===== src/rtl/tcp_flow_state_rd_arbiter_if.sv =====
// Requester and state-table handshake bundle for the flow-state read arbiter.
// The slave modport is the arbiter's view; master is the requester/memory side.
interface tcp_flow_state_rd_arbiter_if #(
    parameter int NUM_REQ  = 3,
    parameter int FLOWID_W = 8,
    parameter int STATE_W  = 64
);
    logic [NUM_REQ-1:0]          req_val;
    logic [NUM_REQ*FLOWID_W-1:0] req_flowid;
    logic [NUM_REQ-1:0]          req_rdy;
    logic [NUM_REQ-1:0]          resp_val;
    logic [STATE_W-1:0]          resp_data;
    logic [NUM_REQ-1:0]          resp_rdy;
    logic                        mem_rd_req_val;
    logic [FLOWID_W-1:0]         mem_rd_req_flowid;
    logic                        mem_rd_req_rdy;
    logic                        mem_rd_resp_val;
    logic [STATE_W-1:0]          mem_rd_resp_data;
    logic                        mem_rd_resp_rdy;

    modport slave (
        input  req_val, req_flowid, resp_rdy, mem_rd_req_rdy, mem_rd_resp_val, mem_rd_resp_data,
        output req_rdy, resp_val, resp_data, mem_rd_req_val, mem_rd_req_flowid, mem_rd_resp_rdy
    );

    modport master (
        output req_val, req_flowid, resp_rdy, mem_rd_req_rdy, mem_rd_resp_val, mem_rd_resp_data,
        input  req_rdy, resp_val, resp_data, mem_rd_req_val, mem_rd_req_flowid, mem_rd_resp_rdy
    );
endinterface


===== src/rtl/tcp_flow_state_rd_arbiter.sv =====
// Round-robin arbiter sharing one flow-state read port between NUM_REQ requesters;
// a tag FIFO remembers who issued each read so in-order responses route back.
module tcp_flow_state_rd_arbiter #(
    parameter int NUM_REQ   = 3,
    parameter int FLOWID_W  = 8,
    parameter int STATE_W   = 64,
    parameter int TAG_DEPTH = 4
) (
    input  logic                         clk,
    input  logic                         rst,
    tcp_flow_state_rd_arbiter_if.slave   bus,
    output logic [$clog2(TAG_DEPTH):0]   outstanding_cnt,
    output logic                         proto_err
);
    localparam int ID_W = $clog2(NUM_REQ);
    localparam int AW   = $clog2(TAG_DEPTH);
    localparam logic [ID_W:0] NUM_REQ_W = (ID_W+1)'(NUM_REQ);
    localparam logic [AW:0]   DEPTH_W   = (AW+1)'(TAG_DEPTH);
    localparam logic [ID_W-1:0] LAST_ID = ID_W'(NUM_REQ - 1);

    logic [ID_W-1:0]     rr_ptr_reg, rr_ptr_next;
    logic [ID_W-1:0]     tag_mem_reg [TAG_DEPTH];
    logic [AW-1:0]       wr_ptr_reg, rd_ptr_reg;
    logic [AW:0]         cnt_reg, cnt_next;
    logic                proto_err_reg;

    logic [ID_W-1:0]     cand_idx [NUM_REQ];
    logic [NUM_REQ-1:0]  cand_val;
    logic [FLOWID_W-1:0] flowid_arr [NUM_REQ];
    logic [ID_W-1:0]     win_idx;
    logic                win_val;
    logic [ID_W-1:0]     head_tag;
    logic                empty, full, can_issue, push, pop;

    // Candidate gi is the requester gi positions after rr_ptr, wrapped for any NUM_REQ.
    genvar gi;
    generate
        for (gi = 0; gi < NUM_REQ; gi++) begin : g_cand
            logic [ID_W:0] sum;
            assign sum            = {1'b0, rr_ptr_reg} + (ID_W+1)'(gi);
            assign cand_idx[gi]   = (sum >= NUM_REQ_W) ? ID_W'(sum - NUM_REQ_W) : sum[ID_W-1:0];
            assign cand_val[gi]   = bus.req_val[cand_idx[gi]];
            assign flowid_arr[gi] = bus.req_flowid[gi*FLOWID_W +: FLOWID_W];
        end
    endgenerate

    always_comb begin
        win_idx = '0;
        win_val = 1'b0;
        for (int k = NUM_REQ - 1; k >= 0; k--) begin
            if (cand_val[k]) begin
                win_idx = cand_idx[k];
                win_val = 1'b1;
            end
        end
    end

    assign empty     = (cnt_reg == '0);
    assign full      = (cnt_reg == DEPTH_W);
    assign head_tag  = tag_mem_reg[rd_ptr_reg];
    assign can_issue = win_val && !full && !rst;
    assign push      = can_issue && bus.mem_rd_req_rdy;
    assign pop       = bus.mem_rd_resp_val && bus.mem_rd_resp_rdy;

    assign bus.mem_rd_req_val    = can_issue;
    assign bus.mem_rd_req_flowid = win_val ? flowid_arr[win_idx] : '0;
    assign bus.mem_rd_resp_rdy   = !empty && !rst && bus.resp_rdy[head_tag];
    assign bus.resp_data         = bus.mem_rd_resp_data;

    always_comb begin
        bus.req_rdy  = '0;
        bus.resp_val = '0;
        if (push) begin
            bus.req_rdy[win_idx] = 1'b1;
        end
        if (bus.mem_rd_resp_val && !empty && !rst) begin
            bus.resp_val[head_tag] = 1'b1;
        end
    end

    always_comb begin
        cnt_next = cnt_reg;
        case ({push, pop})
            2'b10:   cnt_next = cnt_reg + 1'b1;
            2'b01:   cnt_next = cnt_reg - 1'b1;
            default: cnt_next = cnt_reg;
        endcase
        rr_ptr_next = rr_ptr_reg;
        if (push) begin
            rr_ptr_next = (win_idx == LAST_ID) ? '0 : win_idx + 1'b1;
        end
    end

    always_ff @(posedge clk or posedge rst) begin
        if (rst) begin
            rr_ptr_reg    <= '0;
            wr_ptr_reg    <= '0;
            rd_ptr_reg    <= '0;
            cnt_reg       <= '0;
            proto_err_reg <= 1'b0;
        end else begin
            rr_ptr_reg <= rr_ptr_next;
            cnt_reg    <= cnt_next;
            if (push) begin
                wr_ptr_reg <= wr_ptr_reg + 1'b1;
            end
            if (pop) begin
                rd_ptr_reg <= rd_ptr_reg + 1'b1;
            end
            if (bus.mem_rd_resp_val && empty) begin
                proto_err_reg <= 1'b1;
            end
        end
    end

    // Tag storage needs no reset: the cleared pointers make stale entries unreachable.
    always_ff @(posedge clk) begin
        if (push) begin
            tag_mem_reg[wr_ptr_reg] <= win_idx;
        end
    end

    assign outstanding_cnt = cnt_reg;
    assign proto_err       = proto_err_reg;
endmodule


===== src/flat_wrapper.sv =====
// flat-port wrapper written by rule: the top's interface ports become plain ports
module tcp_flow_state_rd_arbiter_flat 
#(
    parameter int NUM_REQ   = 3,
    parameter int FLOWID_W  = 8,
    parameter int STATE_W   = 64,
    parameter int TAG_DEPTH = 4
)
  (clk, rst, outstanding_cnt, proto_err, bus_req_val, bus_req_flowid, bus_resp_rdy, bus_mem_rd_req_rdy, bus_mem_rd_resp_val, bus_mem_rd_resp_data, bus_req_rdy, bus_resp_val, bus_resp_data, bus_mem_rd_req_val, bus_mem_rd_req_flowid, bus_mem_rd_resp_rdy);
  tcp_flow_state_rd_arbiter_if #(.NUM_REQ(NUM_REQ), .FLOWID_W(FLOWID_W), .STATE_W(STATE_W)) bus_i ();
  input  logic clk;
  input  logic rst;
  output logic [$clog2(TAG_DEPTH):0] outstanding_cnt;
  output logic proto_err;
  input wire logic [$bits(bus_i.req_val)-1:0] bus_req_val;
  input wire logic [$bits(bus_i.req_flowid)-1:0] bus_req_flowid;
  input wire logic [$bits(bus_i.resp_rdy)-1:0] bus_resp_rdy;
  input wire logic [$bits(bus_i.mem_rd_req_rdy)-1:0] bus_mem_rd_req_rdy;
  input wire logic [$bits(bus_i.mem_rd_resp_val)-1:0] bus_mem_rd_resp_val;
  input wire logic [$bits(bus_i.mem_rd_resp_data)-1:0] bus_mem_rd_resp_data;
  output wire logic [$bits(bus_i.req_rdy)-1:0] bus_req_rdy;
  output wire logic [$bits(bus_i.resp_val)-1:0] bus_resp_val;
  output wire logic [$bits(bus_i.resp_data)-1:0] bus_resp_data;
  output wire logic [$bits(bus_i.mem_rd_req_val)-1:0] bus_mem_rd_req_val;
  output wire logic [$bits(bus_i.mem_rd_req_flowid)-1:0] bus_mem_rd_req_flowid;
  output wire logic [$bits(bus_i.mem_rd_resp_rdy)-1:0] bus_mem_rd_resp_rdy;
  assign bus_i.req_val = bus_req_val;
  assign bus_i.req_flowid = bus_req_flowid;
  assign bus_i.resp_rdy = bus_resp_rdy;
  assign bus_i.mem_rd_req_rdy = bus_mem_rd_req_rdy;
  assign bus_i.mem_rd_resp_val = bus_mem_rd_resp_val;
  assign bus_i.mem_rd_resp_data = bus_mem_rd_resp_data;
  assign bus_req_rdy = bus_i.req_rdy;
  assign bus_resp_val = bus_i.resp_val;
  assign bus_resp_data = bus_i.resp_data;
  assign bus_mem_rd_req_val = bus_i.mem_rd_req_val;
  assign bus_mem_rd_req_flowid = bus_i.mem_rd_req_flowid;
  assign bus_mem_rd_resp_rdy = bus_i.mem_rd_resp_rdy;
  tcp_flow_state_rd_arbiter #(.NUM_REQ(NUM_REQ), .FLOWID_W(FLOWID_W), .STATE_W(STATE_W), .TAG_DEPTH(TAG_DEPTH)) u_core (.clk(clk), .rst(rst), .bus(bus_i), .outstanding_cnt(outstanding_cnt), .proto_err(proto_err));
endmodule

===== config.mk =====
export PLATFORM = sky130hd
export DESIGN_NAME = tcp_flow_state_rd_arbiter_flat
export DESIGN_NICKNAME = d
export VERILOG_FILES = /design/src/rtl/tcp_flow_state_rd_arbiter_if.sv /design/src/rtl/tcp_flow_state_rd_arbiter.sv /design/src/flat_wrapper.sv
export SDC_FILE = /design/constraint.sdc
export NUM_CORES = 1
export LEC_CHECK = 0
export ABC_AREA = 1
export ABC_CLOCK_PERIOD_IN_PS = 3400
export BUFFER_PORTS_ARGS = -buffer_cell sky130_fd_sc_hd__buf_2
export CAP_MARGIN = 20
export CORE_MARGIN = 4
export CORE_UTILIZATION = 37
export DETAILED_ROUTE_END_ITERATION = 7
export PLACE_DENSITY_LB_ADDON = 0.08
export SLEW_MARGIN = 20
export SYNTH_ARGS = -nofsm -noshare
export SYNTH_HDL_FRONTEND = slang
export SYNTH_SLANG_ARGS = --single-unit

===== constraint.sdc =====
create_clock -name clk -period 3.4 [get_ports clk]
set_clock_uncertainty 0.05 [all_clocks]
set_input_delay 0.68 -clock clk [delete_from_list [all_inputs] [get_ports clk]]
set_output_delay 0.68 -clock clk [all_outputs]
set_load 0.02 [all_outputs]

Word-level counts from Yosys, hierarchy flattened. Memory sizes are Yosys's and may differ from the RTL's. Index checks and enable logic that the tools add are counted.

Equal/unequal tests: 4. Bitwise gates (word level): 1. $lt $le $gt $ge: 11. Add/sub/neg operators: 10. Reductions and logical operators: 16. Mux-type cells: 31.

Operator list (count): 8-bit two-way mux (3); 8-bit binary-select mux with 2-bit select (1); 2-bit by 3-bit < comparator with 1-bit output, second input constant (5); 2-bit two-way mux (7); 1-bit logical AND (11); 1-bit two-way mux (11); 1-bit binary-select mux with 2-bit select (4); 2-bit by 1-bit adder with 2-bit output, second input constant (3); 3-bit by 2-bit >= comparator with 1-bit output, second input constant (2); 3-bit two-way mux (2); 3-bit case mux with 2 select lines (1); 2-bit subtractor, second input constant (3); 1-bit demux with 2-bit select (2); 2-bit equality test, second input constant (2); 2-bit by 1-bit >= comparator with 1-bit output, second input constant (2); 2-bit by 1-bit adder with 3-bit output, second input constant (1); 2-bit by 2-bit adder with 3-bit output, second input constant (1); 3-bit by 1-bit adder with 3-bit output, second input constant (1); 3-bit equality test, second input constant (1); 3-bit >= comparator, second input constant (1); 1-bit logical NOT (3); 3-bit logical NOT (1); 2-bit NOT with 3-bit output (1); 3-bit by 1-bit subtractor with 3-bit output, second input constant (1); other kinds (3) (3).

RAM bits: 8. Flip-flop bits (word level): 10. Logic and storage cells: 79. Memories kept: 1. Bits of input ports: 98.

Memories: u_core.tag_mem_reg (words 4, width 2, rd ports 1, clocked after memory_dff 0, wr ports 1, line tcp_flow_state_rd_arbiter.sv:22) `logic [ID_W-1:0] tag_mem_reg [TAG_DEPTH];`.

Longest topological paths before layout. Gate-level depths: netlist (run 1).

Word-level depth: 13. Depth in mapped cells: 16.

Worst setup path before layout (run 1). Ideal clock, no wire load.

Kind: reg2reg. Start: register u_core.rr_ptr_reg[0]. End: register u_core.cnt_reg[2], in the netlist u_core.outstanding_cnt[2]. Path buffers: 1. Slack: 0.881 ns. Setup time: 0.131 ns. Stages on the path, launching flop included: 16. Required time: 3.219 ns. Period minus slack after synthesis: 2.519 ns. Data arrival time: 2.338 ns. Cells stage by stage: dfrtp_1 inv_1 ha_1 inv_2 nand2_2 nand3_1 and2_1 nand3_2 nand4_4 buf_6 ha_1 inv_1 fa_1 a21oi_1 o21ai_0 xnor2_1.

Word-level cells in the longest chain between the ends: 13.

Ends and longest elaborated chain: from (decl) (line tcp_flow_state_rd_arbiter.sv:21) `logic [ID_W-1:0] rr_ptr_reg, rr_ptr_next;`; from (signal assigned) (line tcp_flow_state_rd_arbiter.sv:102) `rr_ptr_reg <= rr_ptr_next;`; 2-bit by 2-bit adder with 3-bit output (line tcp_flow_state_rd_arbiter.sv:40) `assign sum = {1'b0, rr_ptr_reg} + (ID_W+1)'(gi);`; 3-bit by 2-bit >= comparator with 1-bit output / 2-bit subtractor (equally long branches) (line tcp_flow_state_rd_arbiter.sv:41) `assign cand_idx[gi] = (sum >= NUM_REQ_W) ? ID_W'(sum - NUM_REQ_W) : sum[ID_W-1:0];`; 2-bit two-way mux (line tcp_flow_state_rd_arbiter.sv:41); 1-bit binary-select mux with 2-bit select (line tcp_flow_state_rd_arbiter.sv:42) `assign cand_val[gi] = bus.req_val[cand_idx[gi]];`; 1-bit two-way mux (not written as such) (line tcp_flow_state_rd_arbiter.sv:42); 1-bit two-way mux (2 in series) (line tcp_flow_state_rd_arbiter.sv:51) `if (cand_val[k]) begin`; 1-bit two-way mux (*) (line tcp_flow_state_rd_arbiter.sv:51); 1-bit logical AND (*) (2 in series) (line tcp_flow_state_rd_arbiter.sv:61) `assign can_issue = win_val && !full && !rst;`; 1-bit logical AND (*) (line tcp_flow_state_rd_arbiter.sv:62) `assign push = can_issue && bus.mem_rd_req_rdy;`; 2-bit by 1-bit equality test with 1-bit output / 2-bit equality test (equally long branches) (line tcp_flow_state_rd_arbiter.sv:83) `case ({push, pop})`; 3-bit case mux with 2 select lines / 2-bit nonzero test (equally long branches); to (signal assigned) (line tcp_flow_state_rd_arbiter.sv:103) `cnt_reg <= cnt_next;`; to (decl) (line tcp_flow_state_rd_arbiter.sv:24) `logic [AW:0] cnt_reg, cnt_next;`.

Every way passes the cells marked *; elsewhere a longest branch is shown, timed or not. The select of a mux whose other input is x is not followed. A chain may end at the register's enable or synchronous reset.

Worst setup path in the final report (run 1).
Start: register u_core.rr_ptr_reg[0]. End: output bus_mem_rd_req_flowid[2].

Word-level cells in the longest chain between the ends: 13.

Ends and longest elaborated chain: 2-bit by 2-bit adder with 3-bit output (line tcp_flow_state_rd_arbiter.sv:40); 3-bit by 2-bit >= comparator with 1-bit output / 2-bit subtractor (equally long branches) (line tcp_flow_state_rd_arbiter.sv:41); 2-bit two-way mux (line tcp_flow_state_rd_arbiter.sv:41); 1-bit binary-select mux with 2-bit select (line tcp_flow_state_rd_arbiter.sv:42); 1-bit two-way mux (not written as such) (line tcp_flow_state_rd_arbiter.sv:42); 2-bit two-way mux (2 in series) (line tcp_flow_state_rd_arbiter.sv:51); 2-bit two-way mux (*) (line tcp_flow_state_rd_arbiter.sv:51); via u_core.win_idx[1] (line tcp_flow_state_rd_arbiter.sv:30) `logic [ID_W-1:0] win_idx;`; 2-bit NOT with 3-bit output (not written as such) (*) (line tcp_flow_state_rd_arbiter.sv:66) `assign bus.mem_rd_req_flowid = win_val ? flowid_arr[win_idx] : '0;`; 8-bit binary-select mux with 2-bit select (*) (line tcp_flow_state_rd_arbiter.sv:66); 8-bit two-way mux (not written as such) (*) (2 in series) (line tcp_flow_state_rd_arbiter.sv:66); 8-bit two-way mux (*) (line tcp_flow_state_rd_arbiter.sv:66); to (decl) (line flat_wrapper.sv:25) `output wire logic [$bits(bus_i.mem_rd_req_flowid)-1:0] bus_mem_rd_req_flowid;`.

The timed path passes the listed nets; every way through them passes the cells marked *. The select of a mux whose other input is x is not followed.

==> flow_summary.toml, run 1 <==
[outcome]
outcome = "finished clean"

[global_routing]
grt_util_all_layers = 0.121
overflow = 0
grt_start_max_net_pins = 15
initial_antenna_violation_count = 0
grt_pass1_vias = 1346
grt_pass1_wl_um = 6190

[floorplan]
die-width_um = 79.6
die_area_mm2 = 0.00633
core_region_mm2 = 0.00485
die_h_um = 79.6
pin_count = 182
rows = 25
floorplan.initialDensity = 0.391

[cells_and_area]
post_layout_nonfiller_instances = 323
seq_area_um2 = 490
layout.filler_cells = 534
layout.nets = 364
multi_input_area_um2 = 768
number_of_inserted_diodes = 0
area_growth_syn_to_layout_pct = -4.82
drive_above_1_share = 0.293
largest_reg_flops = 8

[setup_path]
crit-reg2reg-launch = "u_core.rr_ptr_reg[0]$_DFFE_PP0P_"
critPathCaptureType = "primary output"
worstRegToRegCells = 14
critical_path_required_ps = 2670
crit_slowest_cell = "dfrtp_1"
critical_path_arrival_ps = 2270
timing.rr.end = "u_core.outstanding_cnt[2]$_DFFE_PP0P_"
rrSetupSlack_ps = 710
cp_class = "reg2out"
timing.critical_path.fanout_max = 12
cpPeakStageDelay_ps = 400
timing.critical_path.from_type = "flip-flop"
timing.critical_path.cells = "inv_1, ha_1, nand2_1, nand2_1, nand2_1, nand3_1, nand2_2, clkinv_1, nand2_1, nand2_1, nor2_1, nor2_1, buf_2"
cpMostUsedCell = "nand2_1"

[clock_tree]
cts.repair.resized = 0
cts_inserted_buffers = 3
post_cts_buffers = 0
cts_hold_buffers = 0
clk_pin_slew_ps = 70
htree_num_levels = 1
clk_path_buf_depth = 2
clock_insertion_delay_worst_skew_ps = 250
cts_root_buffer = "clkbuf_8"
tritoncts = "yes"
tritoncts_num_sinks = 18

[sta]
setup_viol = 0
max_slew_margin = 0.767
rsz0062_at_grt = "false"
maxSlewViolCount = 0
achievable-frequency_mhz = 333
timing_hold_violations_final = 0
min_period_over_period = 0.884
fin_crit_ps = 3000
worst_pin_slew_ps = 348
final.setup.worst_slack_ps = 395
setup_tns_ps = 0

[pwr]
power.density_cell_area_mw_per_mm2 = 1000
worst_ir_drop_on_vdd_mv = 0.457
total_leakage_power_nw = 0.996
report.power.total_mw = 1.81

[route]
wire_length_reported_by_the_detailed_router_um = 3750
drt.antenna.violating_nets = 0
drt_first_pass_iters = 4
detailroute.via_count = 1398
detail_route.iter0.violations = 18
avgViaCountPerCell = 4.33
routed_wire_length_per_instance_um = 11.6
drcViolationCount = 0

[place]
io_buffer_count = 53
gp_congestion = 0.777
placed_cells_incl_taps = 319
detailedPlacementHpwl_um = 3140
place_worst_setup_slack_ps = 628

[synth]
netlist.top_cell.by_area = "buf_4"
synth.distinct_cells = 28
synth_top_cells_by_area = "buf_4 25%, dfrtp_1 13%, edfxtp_1 13%"
synth_fp_nets = 371
synth.cells.most_frequent = "64 x buf_4, 57 x nand2_1, 32 x nor2_1, 31 x inv_1, 13 x nand3_1"
number_of_enable_type_register_cells_in_the_synthesized_netlist = 8
post-synth-top-area-fraction = 0.253
yosys_warning_count = 0
synth.cell_area_mm2 = 0.00190
synth_seq_cells = 18
synth_most_common_cell = "buf_4"
syn_area_per_cell_um2 = 7.18
synth-main-ff-cell = "dfrtp_1"
netlist_instances = 264
synth_async_sr_flop_share = 0.556
seq_area_frac_synth = 0.259

[worst_hold_path]
worst_hold_path.num_cells = 1
min-delay-start = "u_core.proto_err$_DFFE_PP0P_"
worstHoldEndpoint = "u_core.proto_err$_DFFE_PP0P_"
min-delay-path-class = "reg2reg"

[run]
timing.max_cap.violations = 0
==> layout make-up <==
class / instances / area share
clock buffers: 4 / 0.0305
inverters: 35 / 0.0742
multi-input cells: 145 / 0.426
flip-flops and latches: 18 / 0.272
well taps: 67 / 0.0465
repair buffers: 54 / 0.151
==> worst max-delay path by stage <==
| stage | start | to | slack, ps | depth (start not counted) |
|---|---|---|---|---|
| 5_1_grt | u_core.rr_ptr_reg[0]$_DFFE_PP0P_ | bus_mem_rd_req_flowid[7] | 150 | 13 |
| 6_report | u_core.rr_ptr_reg[0]$_DFFE_PP0P_ | bus_mem_rd_req_flowid[2] | 400 | 13 |
| 3_3_place_gp | bus_req_val[0] | u_core.outstanding_cnt[2]$_DFFE_PP0P_ | 610 | 14 |
| 4_1_cts | u_core.rr_ptr_reg[0]$_DFFE_PP0P_ | bus_mem_rd_req_flowid[2] | 390 | 13 |
| 3_5_place_dp | bus_req_val[0] | u_core.outstanding_cnt[2]$_DFFE_PP0P_ | 630 | 14 |
| 2_1_floorplan | u_core.rr_ptr_reg[0]$_DFFE_PP0P_ | u_core.outstanding_cnt[2]$_DFFE_PP0P_ | 880 | 15 |
==> per-stage QoR <==
stage | util | hold WS, ps | area (um^2)
CTS | 0.372 | 429 | 1800
floorplan | - | 431 | 1900
detailed placement | 0.361 | 413 | 1750
global placement | 0.361 | 387 | 1750
global route | 0.372 | 433 | 1800
finish | 0.372 | 416 | 1800
==> cells by family (layout without fill, tap and decap cells) <==
family,after synthesis,after routing,synth area share
AND/OR/NAND/NOR,121,121,0.291
AO/OA/AOI/OAI,11,11,0.0323
flip-flops,18,18,0.259
XOR/XNOR,4,4,0.0185
buffers and inverters,101,93,0.336
adder cells (fa/ha/maj),9,9,0.0634
==> cells in the final DEF (no fill, tap or decap), drive strengths merged, types with 2 or more instances in the layout <==
| cell type | netlist | layout |
|---|---|---|
| inv | 34 | 34 |
| xnor2 | 2 | 2 |
| nand3 | 15 | 15 |
| buf | 66 | 54 |
| o21ai | 6 | 6 |
| dfrtp | 10 | 10 |
| nor3 | 2 | 2 |
| nor2 | 34 | 34 |
| nor3b | 2 | 2 |
| xor2 | 2 | 2 |
| a21oi | 4 | 4 |
| ha | 8 | 8 |
| nand4 | 3 | 3 |
| nand2 | 64 | 64 |
| edfxtp | 8 | 8 |
| clkbuf | 0 | 4 |
==> layer usage <==
layer,routed length [um],vias to the layer above,global-route usage
li1,-,727,-
met1,1620,566,0.149
met2,1580,81,0.183
met3,417,24,0.0406
met4,130,0,0.0687
met5,0,-,0
==> power breakdown <==
group,internal (mW),switching (mW),total (mW)
sequential,0.317,0.0692,0.387
combinational,0.410,0.839,1.25
clock,0.103,0.0681,0.171
total,0.830,0.977,1.81
==> critical path, delay by kind of cell (launching register included) <==
family        cells  cell delay [ps]
simple gates      9              730
buf+inv           3              530
flops             1              400
fa+ha+maj         1              360
Power figures use the tool's default switching activity.
==> inputs of run 2 (changes only) <==
- CELL_PAD_IN_SITES_DETAIL_PLACEMENT: unset -> 0
- CELL_PAD_IN_SITES_GLOBAL_PLACEMENT: unset -> 2
- CORE_UTILIZATION: 37 -> 17
- GPL_ROUTABILITY_DRIVEN: unset -> 0
==> run 2 against run 1 <==
Total power is 1.3% higher. Cell count is 23% higher. Hold slack worse by 9.3 ps. Largest cell class unchanged.
==> flow_summary.toml, run 2 (synthesis gave the netlist of run 1 again) <==
[cells_and_area]
largest_reg_flops = 8
number_of_inserted_diodes = 0
drive_above_1_share = 0.289
layout.cell_area.non_filler_mm2 = 0.00189
layout.filler_cells = 1281
multi_input_area_um2 = 768
area_growth_syn_to_layout_pct = -0.528
most_common_cell_after_layout_fill_and_taps_aside = "nand2_1"
post_layout_nonfiller_instances = 396
seq_area_um2 = 490
layout_common_cells = "57 x nand2_1, 53 x buf_2, 32 x nor2_1, 31 x inv_1, 13 x nand3_1"
layout.nets = 364

[clock_tree]
clk_pin_slew_ps = 70
tritoncts_num_sinks = 18
cts_root_buffer = "clkbuf_8"
clk_path_buf_depth = 2
cts.repair.resized = 0
cts_hold_buffers = 0
post_cts_buffers = 0
clock_insertion_delay_worst_skew_ps = 250
tritoncts = "yes"
cts_inserted_buffers = 3
htree_num_levels = 1

[setup_path]
critical_path_arrival_ps = 2390
timing.critical_path.from_type = "flip-flop"
critical_path_required_ps = 2670
critPathCaptureType = "primary output"
cp_class = "reg2out"
worstRegToRegCells = 14
timing.critical_path.fanout_max = 12

[global_routing]
overflow = 0
grt_start_max_net_pins = 15
grt_pass1_wl_um = 7130
grt_util_all_layers = 0.0690
grt_pass1_vias = 1419
initial_antenna_violation_count = 0

[route]
drcViolationCount = 0
drt.antenna.violating_nets = 0
detailroute.via_count = 1400
routed_wire_length_per_instance_um = 11.6
drt_first_pass_iters = 4
wire_length_reported_by_the_detailed_router_um = 4600
detail_route.iter0.violations = 41
avgViaCountPerCell = 3.54

[sta]
setup_viol = 0
rsz0062_at_grt = "false"
min_period_over_period = 0.917
maxSlewViolCount = 0
fin_crit_ps = 3120
setup_tns_ps = 0
max_slew_margin = 0.740
achievable-frequency_mhz = 321
worst_pin_slew_ps = 388
final.setup.worst_slack_ps = 282
timing_hold_violations_final = 0

[pwr]
power.density_cell_area_mw_per_mm2 = 971
total_leakage_power_nw = 0.990
worst_ir_drop_on_vdd_mv = 0.318

[place]
placedInstanceArea_mm2 = 0.00184
detailedPlacementHpwl_um = 3850
io_buffer_count = 53
placed_cells_incl_taps = 392
place_worst_setup_slack_ps = 498

[floorplan]
die-width_um = 114
die_h_um = 114
die_area_mm2 = 0.0129
pin_count = 182
rows = 38
core_region_mm2 = 0.0109
floorplan.initialDensity = 0.174

[outcome]
outcome = "finished clean"

[worst_hold_path]
worst_hold_path.num_cells = 1
min-delay-path-class = "reg2reg"

[run]
timing.max_cap.violations = 0
-- run 2: cell count changes in the layout (fill, tap and decap cells not counted) --
cell / previous run / this run
clkbuf_8: 4 / 3
clkbuf_1: 0 / 1
-- run 2: worst paths after layout --
check	startpoint	endpoint	slack (ps)
min reg2reg	u_core.proto_err$_DFFE_PP0P_	u_core.proto_err$_DFFE_PP0P_	410
max	u_core.rr_ptr_reg[0]$_DFFE_PP0P_	bus_mem_rd_req_flowid[7]	280
max reg2reg	u_core.rr_ptr_reg[0]$_DFFE_PP0P_	u_core.outstanding_cnt[2]$_DFFE_PP0P_	640
min	u_core.proto_err$_DFFE_PP0P_	u_core.proto_err$_DFFE_PP0P_	410
min in group asynchronous	rst	u_core.wr_ptr_reg[0]$_DFFE_PP0P_	490
max in group asynchronous	rst	u_core.rr_ptr_reg[0]$_DFFE_PP0P_	2650
-- run 2: final cells by class --
type,count,area share
clock buffers,4,0.0239
well taps,140,0.0929
repair buffers,54,0.145
inverters,35,0.0710
multi-input cells,145,0.407
flip-flops and latches,18,0.260
-- run 2: metrics by stage --
step / utilization / hold slack, ps / power, mW
finish: 0.173 / 407 / 1.83
CTS: 0.173 / 415 / 1.89
detailed placement: 0.169 / 398 / 1.73
global route: 0.173 / 444 / 2.04
floorplan: - / 431 / 1.44
global placement: 0.169 / 389 / 1.79
-- run 2: worst max-delay path, cell delays in order (launching register included) --
cell,delay [ps]
dfrtp_1,390
inv_1,60
ha_1,370
nand2_1,120
nand2_1,50
nand2_1,60
nand3_1,80
nand2_2,120
clkinv_1,340
nand2_1,170
nand2_1,60
nor2_1,110
nor2_1,50
buf_2,170
-- run 2: power breakdown --
group          switching (mW)  total [mW]  internal [mW]
logic                   0.885        1.30          0.411
clock network          0.0661       0.149         0.0830
registers              0.0680       0.386          0.318
total                    1.02        1.83          0.811
-- run 2: metal layers --
| metal | routed length [um] | track usage | up-vias |
|---|---|---|---|
| li1 | - | - | 728 |
| met1 | 2000 | 0.0870 | 590 |
| met2 | 2090 | 0.108 | 66 |
| met3 | 425 | 0.0207 | 16 |
| met4 | 82 | 0.0313 | 0 |
| met5 | 0 | 0 | - |
